## config.mk

```make
export PLATFORM = sky130hd
export DESIGN_NAME = jtag_packet_rx
export DESIGN_NICKNAME = d
export VERILOG_FILES = /design/src/rtl/jtag_proto_pkg.sv /design/src/rtl/jtag_dr_shift9.sv /design/src/rtl/jtag_packet_rx.sv
export SDC_FILE = /design/constraint.sdc
export NUM_CORES = 1
export LEC_CHECK = 0
export CORE_MARGIN = 2
export CORE_UTILIZATION = 55
export DETAILED_ROUTE_END_ITERATION = 8
export GPL_ROUTABILITY_DRIVEN = 0
export PLACE_DENSITY_LB_ADDON = 0.2
export SLEW_MARGIN = 20
export SYNTH_ARGS = -nofsm -noshare
export SYNTH_HDL_FRONTEND = slang
export SYNTH_HIERARCHICAL = 1
export SYNTH_SLANG_ARGS = --single-unit
```

## constraint.sdc

```tcl
create_clock -name jt_tck -period 67 [get_ports jt_tck]
set_input_delay 6.7 -clock jt_tck [delete_from_list [all_inputs] [get_ports jt_tck]]
set_output_delay 6.7 -clock jt_tck [all_outputs]
set_load 0.02 [all_outputs]
```

## src/rtl/jtag_proto_pkg.sv

```systemverilog
// Shared definitions for both ends of the JTAG user-chain link:
// the DR word layout, the framing constant, the receive FSM states and counter helpers.
package jtag_proto_pkg;

  localparam logic [7:0]  SofByte   = 8'hA5;
  localparam int unsigned WordWidth = 9;
  localparam int unsigned ValidBit  = 8;

  typedef enum logic [2:0] {
    StIdle,
    StLen,
    StPayload,
    StCsum,
    StHold
  } rx_state_e;

  function automatic logic [7:0] sat_inc8(input logic [7:0] v);
    return (v == 8'hFF) ? v : v + 8'd1;
  endfunction

endpackage

```

## src/rtl/jtag_dr_shift9.sv

```systemverilog
// 9-bit user DR: shifts LSB first and flags a host byte on Update-DR when the valid bit is set.
module jtag_dr_shift9
  import jtag_proto_pkg::*;
(
  input  logic       tck_i,
  input  logic       rst_i,
  input  logic       sel_i,
  input  logic       capture_i,
  input  logic       shift_i,
  input  logic       update_i,
  input  logic       tdi_i,
  output logic       byte_valid_o,
  output logic [7:0] byte_o
);

  logic [WordWidth-1:0] sr_q;

  always_ff @(posedge tck_i or posedge rst_i) begin
    if (rst_i) begin
      sr_q <= '0;
    end else if (sel_i) begin
      if (capture_i) begin
        sr_q <= '0;
      end else if (shift_i) begin
        sr_q <= {tdi_i, sr_q[WordWidth-1:1]};
      end
    end
  end

  // Combinational strobe so the consumer acts on the Update-DR edge itself.
  assign byte_valid_o = sel_i & update_i & sr_q[ValidBit];
  assign byte_o       = sr_q[7:0];

endmodule

```

## src/rtl/jtag_packet_rx.sv

```systemverilog
// Host->FPGA packet receiver in the TCK domain: de-frames SOF/LEN/payload/checksum
// byte streams and holds one verified packet until the consumer acknowledges it.
module jtag_packet_rx
  import jtag_proto_pkg::*;
#(
  parameter int unsigned MAX_LEN = 44,
  parameter logic [7:0]  SOF     = SofByte
) (
  input  logic                 jt_tck,
  input  logic                 jt_reset,
  input  logic                 jt_sel,
  input  logic                 jt_capture,
  input  logic                 jt_shift,
  input  logic                 jt_update,
  input  logic                 jt_tdi,
  input  logic                 pkt_ack,
  output logic                 pkt_valid,
  output logic [7:0]           pkt_len,
  output logic [8*MAX_LEN-1:0] pkt_data,
  output logic [7:0]           err_csum,
  output logic [7:0]           err_len,
  output logic [7:0]           err_drop,
  output logic                 busy
);

  localparam logic [7:0] MaxLenB = 8'(MAX_LEN);

  logic       byte_valid;
  logic [7:0] byte_data;
  logic [7:0] csum_total;

  rx_state_e            state_q;
  logic [7:0]           len_q;
  logic [7:0]           idx_q;
  logic [7:0]           sum_q;
  logic [8*MAX_LEN-1:0] buf_q;
  logic [8*MAX_LEN-1:0] pkt_data_q;
  logic [7:0]           pkt_len_q;
  logic                 pkt_valid_q;
  logic [7:0]           err_csum_q;
  logic [7:0]           err_len_q;
  logic [7:0]           err_drop_q;

  jtag_dr_shift9 u_dr (
    .tck_i        (jt_tck),
    .rst_i        (jt_reset),
    .sel_i        (jt_sel),
    .capture_i    (jt_capture),
    .shift_i      (jt_shift),
    .update_i     (jt_update),
    .tdi_i        (jt_tdi),
    .byte_valid_o (byte_valid),
    .byte_o       (byte_data)
  );

  assign csum_total = sum_q + byte_data;

  always_ff @(posedge jt_tck or posedge jt_reset) begin
    if (jt_reset) begin
      state_q     <= StIdle;
      len_q       <= '0;
      idx_q       <= '0;
      sum_q       <= '0;
      buf_q       <= '0;
      pkt_data_q  <= '0;
      pkt_len_q   <= '0;
      pkt_valid_q <= 1'b0;
      err_csum_q  <= '0;
      err_len_q   <= '0;
      err_drop_q  <= '0;
    end else begin
      unique case (state_q)
        StIdle: begin
          if (byte_valid && (byte_data == SOF)) begin
            state_q <= StLen;
          end
        end
        StLen: begin
          if (byte_valid) begin
            if ((byte_data == 8'd0) || (byte_data > MaxLenB)) begin
              err_len_q <= sat_inc8(err_len_q);
              state_q   <= StIdle;
            end else begin
              len_q   <= byte_data;
              sum_q   <= byte_data;
              idx_q   <= '0;
              buf_q   <= '0;
              state_q <= StPayload;
            end
          end
        end
        StPayload: begin
          if (byte_valid) begin
            for (int unsigned i = 0; i < MAX_LEN; i++) begin
              if (idx_q == 8'(i)) begin
                buf_q[i*8 +: 8] <= byte_data;
              end
            end
            sum_q <= csum_total;
            idx_q <= idx_q + 8'd1;
            if (idx_q == len_q - 8'd1) begin
              state_q <= StCsum;
            end
          end
        end
        StCsum: begin
          if (byte_valid) begin
            if (csum_total == 8'h00) begin
              pkt_data_q  <= buf_q;
              pkt_len_q   <= len_q;
              pkt_valid_q <= 1'b1;
              state_q     <= StHold;
            end else begin
              err_csum_q <= sat_inc8(err_csum_q);
              state_q    <= StIdle;
            end
          end
        end
        StHold: begin
          // The held packet has priority; the host must wait for the ack before sending more.
          if (byte_valid) begin
            err_drop_q <= sat_inc8(err_drop_q);
          end
          if (pkt_ack) begin
            pkt_valid_q <= 1'b0;
            state_q     <= StIdle;
          end
        end
        default: state_q <= StIdle;
      endcase
    end
  end

  assign pkt_valid = pkt_valid_q;
  assign pkt_len   = pkt_len_q;
  assign pkt_data  = pkt_data_q;
  assign err_csum  = err_csum_q;
  assign err_len   = err_len_q;
  assign err_drop  = err_drop_q;
  assign busy      = (state_q != StIdle);

endmodule

```

==> results of run 1 <==
[metrics by stage]
step	power [mW]	util	area (um2)	cells	worst slack (ns)
floorplan	0.484	-	30000	2278	38.86
global placement	0.487	0.633	34100	3241	55.93
detailed placement	0.488	0.633	34100	3241	55.84
CTS	0.924	0.681	36700	3379	56.45
global route	0.947	0.682	36800	3381	56.14
finish	0.918	0.682	36800	3381	56.38
[layout make-up]
| type | instances | area (um2) |
|---|---|---|
| Timing Repair Buffer | 409 | 4110 |
| Inverter | 19 | 78.8 |
| Clock buffer | 109 | 2210 |
| Fill cell | 3757 | 17100 |
| Multi-Input combinational cell | 1346 | 9800 |
| Sequential cell | 773 | 19300 |
| Tap cell | 696 | 871 |
| Clock inverter | 29 | 384 |
[layer usage]
metal	track usage	part of all wire	wire [um]
met5	0	0.000096	7
met2	0.444	0.50	36800
met3	0.0482	0.043	3150
met4	0.0808	0.028	2070
met1	0.348	0.42	31000
[how the worst min path moves through the flow]
stage                                 from                        end  slack, ns  cells past startpoint
finish              buf_q[110]$_DFFE_PP0P_  pkt_data[110]$_DFFE_PP0P_       0.47                      1
global route         buf_q[35]$_DFFE_PP0P_      buf_q[35]$_DFFE_PP0P_       0.48                      2
CTS                 buf_q[110]$_DFFE_PP0P_  pkt_data[110]$_DFFE_PP0P_       0.47                      1
detailed placement  buf_q[170]$_DFFE_PP0P_     buf_q[170]$_DFFE_PP0P_       0.46                      2
global placement    buf_q[217]$_DFFE_PP0P_     buf_q[217]$_DFFE_PP0P_       0.45                      2
floorplan           buf_q[100]$_DFFE_PP0P_     buf_q[100]$_DFFE_PP0P_       0.44                      2
[power by group through the flow]
stage	combinational (mW)	sequential (mW)	clock, mW
floorplan	0.00803	0.476	0
global placement	0.0115	0.476	0
detailed placement	0.0118	0.476	0
CTS	0.0119	0.467	0.444
global route	0.0138	0.467	0.466
finish	0.0117	0.467	0.439
[cell usage in the layout (no fill, tap or decap), types with 3 or more instances in the layout]
master / instances
xor2_1: 19
nor4_1: 3
o21ai_1: 7
nand4_1: 11
nand3_1: 25
buf_4: 11
and3_1: 7
mux2_2: 119
clkbuf_16: 78
xnor2_1: 22
mux2_4: 9
o21ai_0: 296
nor2b_1: 8
nand2b_1: 5
and2_1: 10
a31oi_1: 5
nor2_1: 28
clkdlybuf4s50_1: 393
a22o_1: 4
nand2_1: 340
dfrtp_1: 773
bufinv_16: 8
clkinv_2: 12
nand2_2: 8
clkbuf_1: 17
clkbuf_8: 14
nor3_1: 6
o221ai_1: 4
ha_1: 15
o31ai_1: 4
a21oi_2: 13
inv_1: 18
mux2_1: 333
a21oi_1: 6
inv_6: 4
[state kept, by name, summed over array words and instances, names as in the netlist]
name       count
buf_q        352
pkt_data     352
u_dr/sr_q      9
err_csum       8
err_drop       8
err_len        8
idx_q          8
len_q          8
pkt_len        8
sum_q          8
state_q        3
pkt_valid      1
[critical path, stage by stage]
cell and delay (ns):
clkdlybuf4s50_1 0.60, and3_1 0.35, nor2b_1 0.16, and3_1 0.23, nand3_4 0.66, buf_4 0.89
buf_4 0.94, mux2_1 0.40
[logic make-up (layout without fill, tap and decap cells)]
kind of cell    Yosys count  count (layout)  share of synthesized area
simple gates            468             468                     0.0663
flops                   773             773                      0.644
fa+ha+maj                16              16                    0.00692
buf+inv                 159             566                     0.0305
xor+xnor                 41              41                     0.0120
mux                     461             461                      0.174
compound gates          360             360                     0.0662
==> results.toml, run 1 <==
[power_and_ir_drop]
pwr-share-comb = 0.013
ir_worst_vdd_v = 0.0000239
clock_power_share = 0.478
p_sw_mw = 0.188
switching_share = 0.205
power.leakage_nw = 17.8
seqPwrFrac = 0.509
power.density_nw_per_um2 = 24.9
p_int_mw = 0.730

[global_route]
grt_max_degree = 205
grt_pass1_vias = 19500
grt_pass1_wl_um = 114000
antenna_found_initial = 1
grt_use_total = 0.263
grt-ovfl-total = 0

[sta]
drv_slew = 0
rsz0062_at_grt = "no"
max_freq_mhz = 94.2
relSlewSlack = 0.269
worst_pin_slew_ns = 1.09
min_period_ns = 10.62
fin_crit_sh = 0.158
setup_tns_ns = 0
skew_ns = 0.0159
whs_ns = 0.469
setup_viol = 0
hold_viol = 0

[placed_design]
io_buffer_count = 393
detailed_place_hpwl_um = 46900

[logic_synthesis]
ys_top_cells_by_count = "773 x dfrtp_1, 348 x nand2_1, 333 x mux2_1, 296 x o21ai_0, 119 x mux2_2"
synth_nets = 2302
yosysMostFrequentCell = "dfrtp_1"
synth_seq_area_share = 0.644
yosysTopAreaCell = "dfrtp_1"
synth_top_area_frac = 0.644
syn_area_um2 = 30000
ys_ff_latch = 773
synth_area_leaders = "dfrtp_1 64%, mux2_1 12%, o21ai_0 4.9%"
yosys_most_used_dff = "dfrtp_1"
yosysUniqueCellTypes = 59
synthCells = 2278
synth_warnings = 6
synth_edf_count = 0
ys_async_sr_fraction = 1.00
avgSynthCellArea_um2 = 13.2

[finish]
fin_nets = 2650
num_antenna_cells = 0
syn_to_final_growth_pct = 22.5
drive_above_1_share = 0.111

[outcome]
status = "finished, final reports clean"

[clocking]
clock_path_buffers = 3
cts_setup_buffers = 0
h-tree-depth = 3
numCtsBuffers = 77
clkLatencyLatePin_ns = 0.61
ctsHoldBuffers = 0
clk_pin_slew_ns = 0.06
cts_tree = "built"
post_cts_resized = 0
cts_sinks = 773
ctsRootBufferMaster = "clkbuf_16"

[setup_path]
start_kind = "input pin"
reg2reg_to = "pkt_data[290]$_DFFE_PP0P_"
critPathCaptureType = "flop"
critPathRequiredTime_ns = 67.48
cp-endpoint = "pkt_data[290]$_DFFE_PP0P_"
crit_type = "input pin to flop"
reg2reg_slack_ns = 61.70
cp_max_fo = 75
reg2reg_depth = 11
critPathArrivalTime_ns = 11.09
worstSetupStartpoint = "jt_sel"
r2r_start = "u_dr/sr_q[0]$_DFFE_PP0P_"

[die]
die_w_um = 238
initial_utilization = 0.557
num_rows = 85
io_pins = 394
die_area_um2 = 56500
fp.coreArea_um2 = 53900
die_height_um = 238

[route]
wl_um = 73100
dr.pass1.iters = 7
post-route-drc-count = 0
num_vias = 18900
wl_per_cell_um = 21.6
final_antenna_net_count = 0
drt_iter0_drc = 1195
viasPerCell = 5.59

[min_path]
min_path_type = "flop to flop"

[run]
max-cap-violations = 0
(Power assumes the default switching activity.)
==> run 2: changes to the inputs <==
--- a/config.mk
+++ b/config.mk
@@ -6,7 +6,7 @@
 export NUM_CORES = 1
 export LEC_CHECK = 0
 export CORE_MARGIN = 2
-export CORE_UTILIZATION = 55
+export CORE_UTILIZATION = 50
 export DETAILED_ROUTE_END_ITERATION = 8
 export GPL_ROUTABILITY_DRIVEN = 0
 export PLACE_DENSITY_LB_ADDON = 0.2
==> constraint.sdc (replaced) <==
create_clock -name jt_tck -period 9.7 [get_ports jt_tck]
set_input_delay 0.97 -clock jt_tck [delete_from_list [all_inputs] [get_ports jt_tck]]
set_output_delay 0.97 -clock jt_tck [all_outputs]
set_load 0.02 [all_outputs]
==> run 2 against run 1 <==
Compared with the run above:
- core utilization is 5.8 points lower
- worst hold slack better by 0.0015 ns
- non-clock buffer count is 4 lower
- sequential power grew to 6.9 times the previous value
- global-route usage is 1.9 points lower
- via count is 1.2% lower
- cell count is 2.2% higher
- clock power grew to 7.1 times the previous value
- combinational power grew to 6.9 times the previous value
- critical path type is now flop to flop
==> results.toml, run 2 (same netlist as run 1, synthesis figures left out) <==
[die]
fp.coreArea_um2 = 59200
num_rows = 89
die_w_um = 249
initial_utilization = 0.507
io_pins = 394
die_area_um2 = 62000
die_height_um = 249

[setup_path]
crit_type = "flop to flop"
cp_num_buf_inv = 1
critPathCaptureType = "flop"
critPathArrivalTime_ns = 5.07
max_stage_delay_ns = 0.79
cp_max_fo = 148
reg2reg_depth = 8
critPathRequiredTime_ns = 10.18
start_kind = "flop"
reg2reg_to = "pkt_data[13]$_DFFE_PP0P_"
crit_cells = 8
reg2reg_slack_ns = 5.11
slowest_stage = "nand3_4"
critPathTopFamily = "simple AND/OR/NAND/NOR gates"
r2r_start = "u_dr/sr_q[1]$_DFFE_PP0P_"
crit_path_cell_trace = "ha_1 > a211oi_2 > o31ai_1 > xor2_1 > nor4_4 > nand3_4 > buf_12 > mux2_1"

[placed_design]
pre_cts_ws_ns = 4.36
io_buffer_count = 393
detailed_place_hpwl_um = 47900

[power_and_ir_drop]
p_int_mw = 5.14
power.leakage_nw = 17.9
p_total_mw = 6.44
p_sw_mw = 1.31
clock_power_share = 0.486
pwr-share-comb = 0.013
switching_share = 0.203
power.density_nw_per_um2 = 174
ir_worst_vdd_v = 0.000126
seqPwrFrac = 0.501

[global_route]
grt_max_degree = 197
grt_pass1_wl_um = 117000
grt-ovfl-total = 0
grt_use_total = 0.243
grt_pass1_vias = 19300
antenna_found_initial = 0

[sta]
worst_pin_slew_ns = 1.17
hold_viol = 0
max_freq_mhz = 218
rsz0062_at_grt = "no"
relSlewSlack = 0.219
fin_crit_sh = 0.473
drv_slew = 0
min_period_ns = 4.59
setup_viol = 0
skew_ns = 0.0165
worst_slack_ns = 5.11

[run]
max-cap-violations = 0

[min_path]
min_delay_path_depth = 2
hold-path-endpoint = "buf_q[65]$_DFFE_PP0P_"
min_path_type = "flop to flop"
min_from = "buf_q[65]$_DFFE_PP0P_"

[finish]
fillers = 4576
num_antenna_cells = 0
final_common_cell = "dfrtp_1"
utilization = 0.625
fin_nets = 2647
syn_to_final_growth_pct = 23.2
final_cell_mix = "773 x dfrtp_1, 393 x clkdlybuf4s50_1, 340 x nand2_1, 333 x mux2_1, 296 x o21ai_0"
drive_above_1_share = 0.113

[route]
num_vias = 18700
wl_per_cell_um = 21.6
dr.pass1.iters = 5
drt_iter0_drc = 1058
post-route-drc-count = 0
wl_um = 74700
final_antenna_net_count = 0
viasPerCell = 5.40

[clocking]
clk_pin_slew_ns = 0.06
post_cts_resized = 0
ctsHoldBuffers = 0
cts_setup_buffers = 0
cts_tree = "built"
clkLatencyLatePin_ns = 0.61
h-tree-depth = 3
numCtsBuffers = 78
cts_sinks = 773
clock_path_buffers = 3
ctsRootBufferMaster = "clkbuf_16"

[outcome]
status = "finished, final reports clean"
==> run 2: cell count changes in the layout (fill, tap and decap cells not counted), moves of 2 or more <==
| cell | delta |
|---|---|
| clkbuf_1 | -6 |
| inv_6 | -3 |
| buf_12 | +3 |
| bufinv_16 | +2 |
| buf_6 | -2 |
| buf_4 | -6 |
| clkinvlp_4 | +3 |
| clkbuf_8 | +4 |
| clkinv_2 | +3 |
==> run 2: how the worst max path moves through the flow <==
| stage | start | endpoint | slack (ns) |
|---|---|---|---|
| after global placement | jt_sel | buf_q[114]$_DFFE_PP0P_ | 4.51 |
| after CTS | jt_sel | buf_q[323]$_DFFE_PP0P_ | 5.01 |
| after global routing | u_dr/sr_q[0]$_DFFE_PP0P_ | pkt_data[243]$_DFFE_PP0P_ | 5.02 |
| final | u_dr/sr_q[1]$_DFFE_PP0P_ | pkt_data[13]$_DFFE_PP0P_ | 5.11 |
| after floorplan | jt_reset | buf_q[0]$_DFFE_PP0P_ | -1.75 |
| after detailed placement | jt_sel | buf_q[323]$_DFFE_PP0P_ | 4.36 |
==> run 2: per-stage QoR <==
stage / area [um2] / cells / hold WS, ns / setup TNS (ns)
finish: 37000 / 3455 / 0.470 / 0
detailed placement: 34300 / 3314 / 0.463 / 0
global route: 37000 / 3455 / 0.491 / 0
CTS: 37000 / 3453 / 0.476 / 0
global placement: 34300 / 3314 / 0.454 / 0
floorplan: 30000 / 2278 / 0.443 / -1334.85
==> run 2: per-layer routing <==
layer	GRT usage	routed length [um]	part of all wire	vias to the layer above
met1	0.319	31800	0.43	9628
met3	0.0501	3550	0.047	119
met5	0	0	0	-
met4	0.0783	2200	0.029	0
met2	0.409	37200	0.50	417
li1	-	-	-	8510
==> run 2: tightest hold or removal path, delay by kind of cell, from the launching register on <==
family | cells | cell delay [ns]
AO/OA/AOI/OAI | 1 | 0.06
flip-flops | 1 | 0.33
AND/OR/NAND/NOR | 1 | 0.04
==> run 2: layout make-up <==
class / instances / area [um2] / area share
sequential: 773 / 19300 / 0.523
inverter: 19 / 75.1 / 0.00203
clock buffer: 108 / 2270 / 0.0612
tap: 773 / 967 / 0.0261
multi-input combinational: 1346 / 9810 / 0.265
timing repair buffer: 405 / 4130 / 0.111
clock inverter: 31 / 423 / 0.0114
==> run 2: power groups by stage <==
| stage | registers, mW | logic, mW | clock network [mW] |
|---|---|---|---|
| after floorplan | 3.29 | 0.0558 | 0 |
| after global placement | 3.29 | 0.0801 | 0 |
| after detailed placement | 3.29 | 0.0824 | 0 |
| after CTS | 3.23 | 0.0826 | 3.19 |
| after global routing | 3.23 | 0.0964 | 3.34 |
| final | 3.23 | 0.0813 | 3.13 |
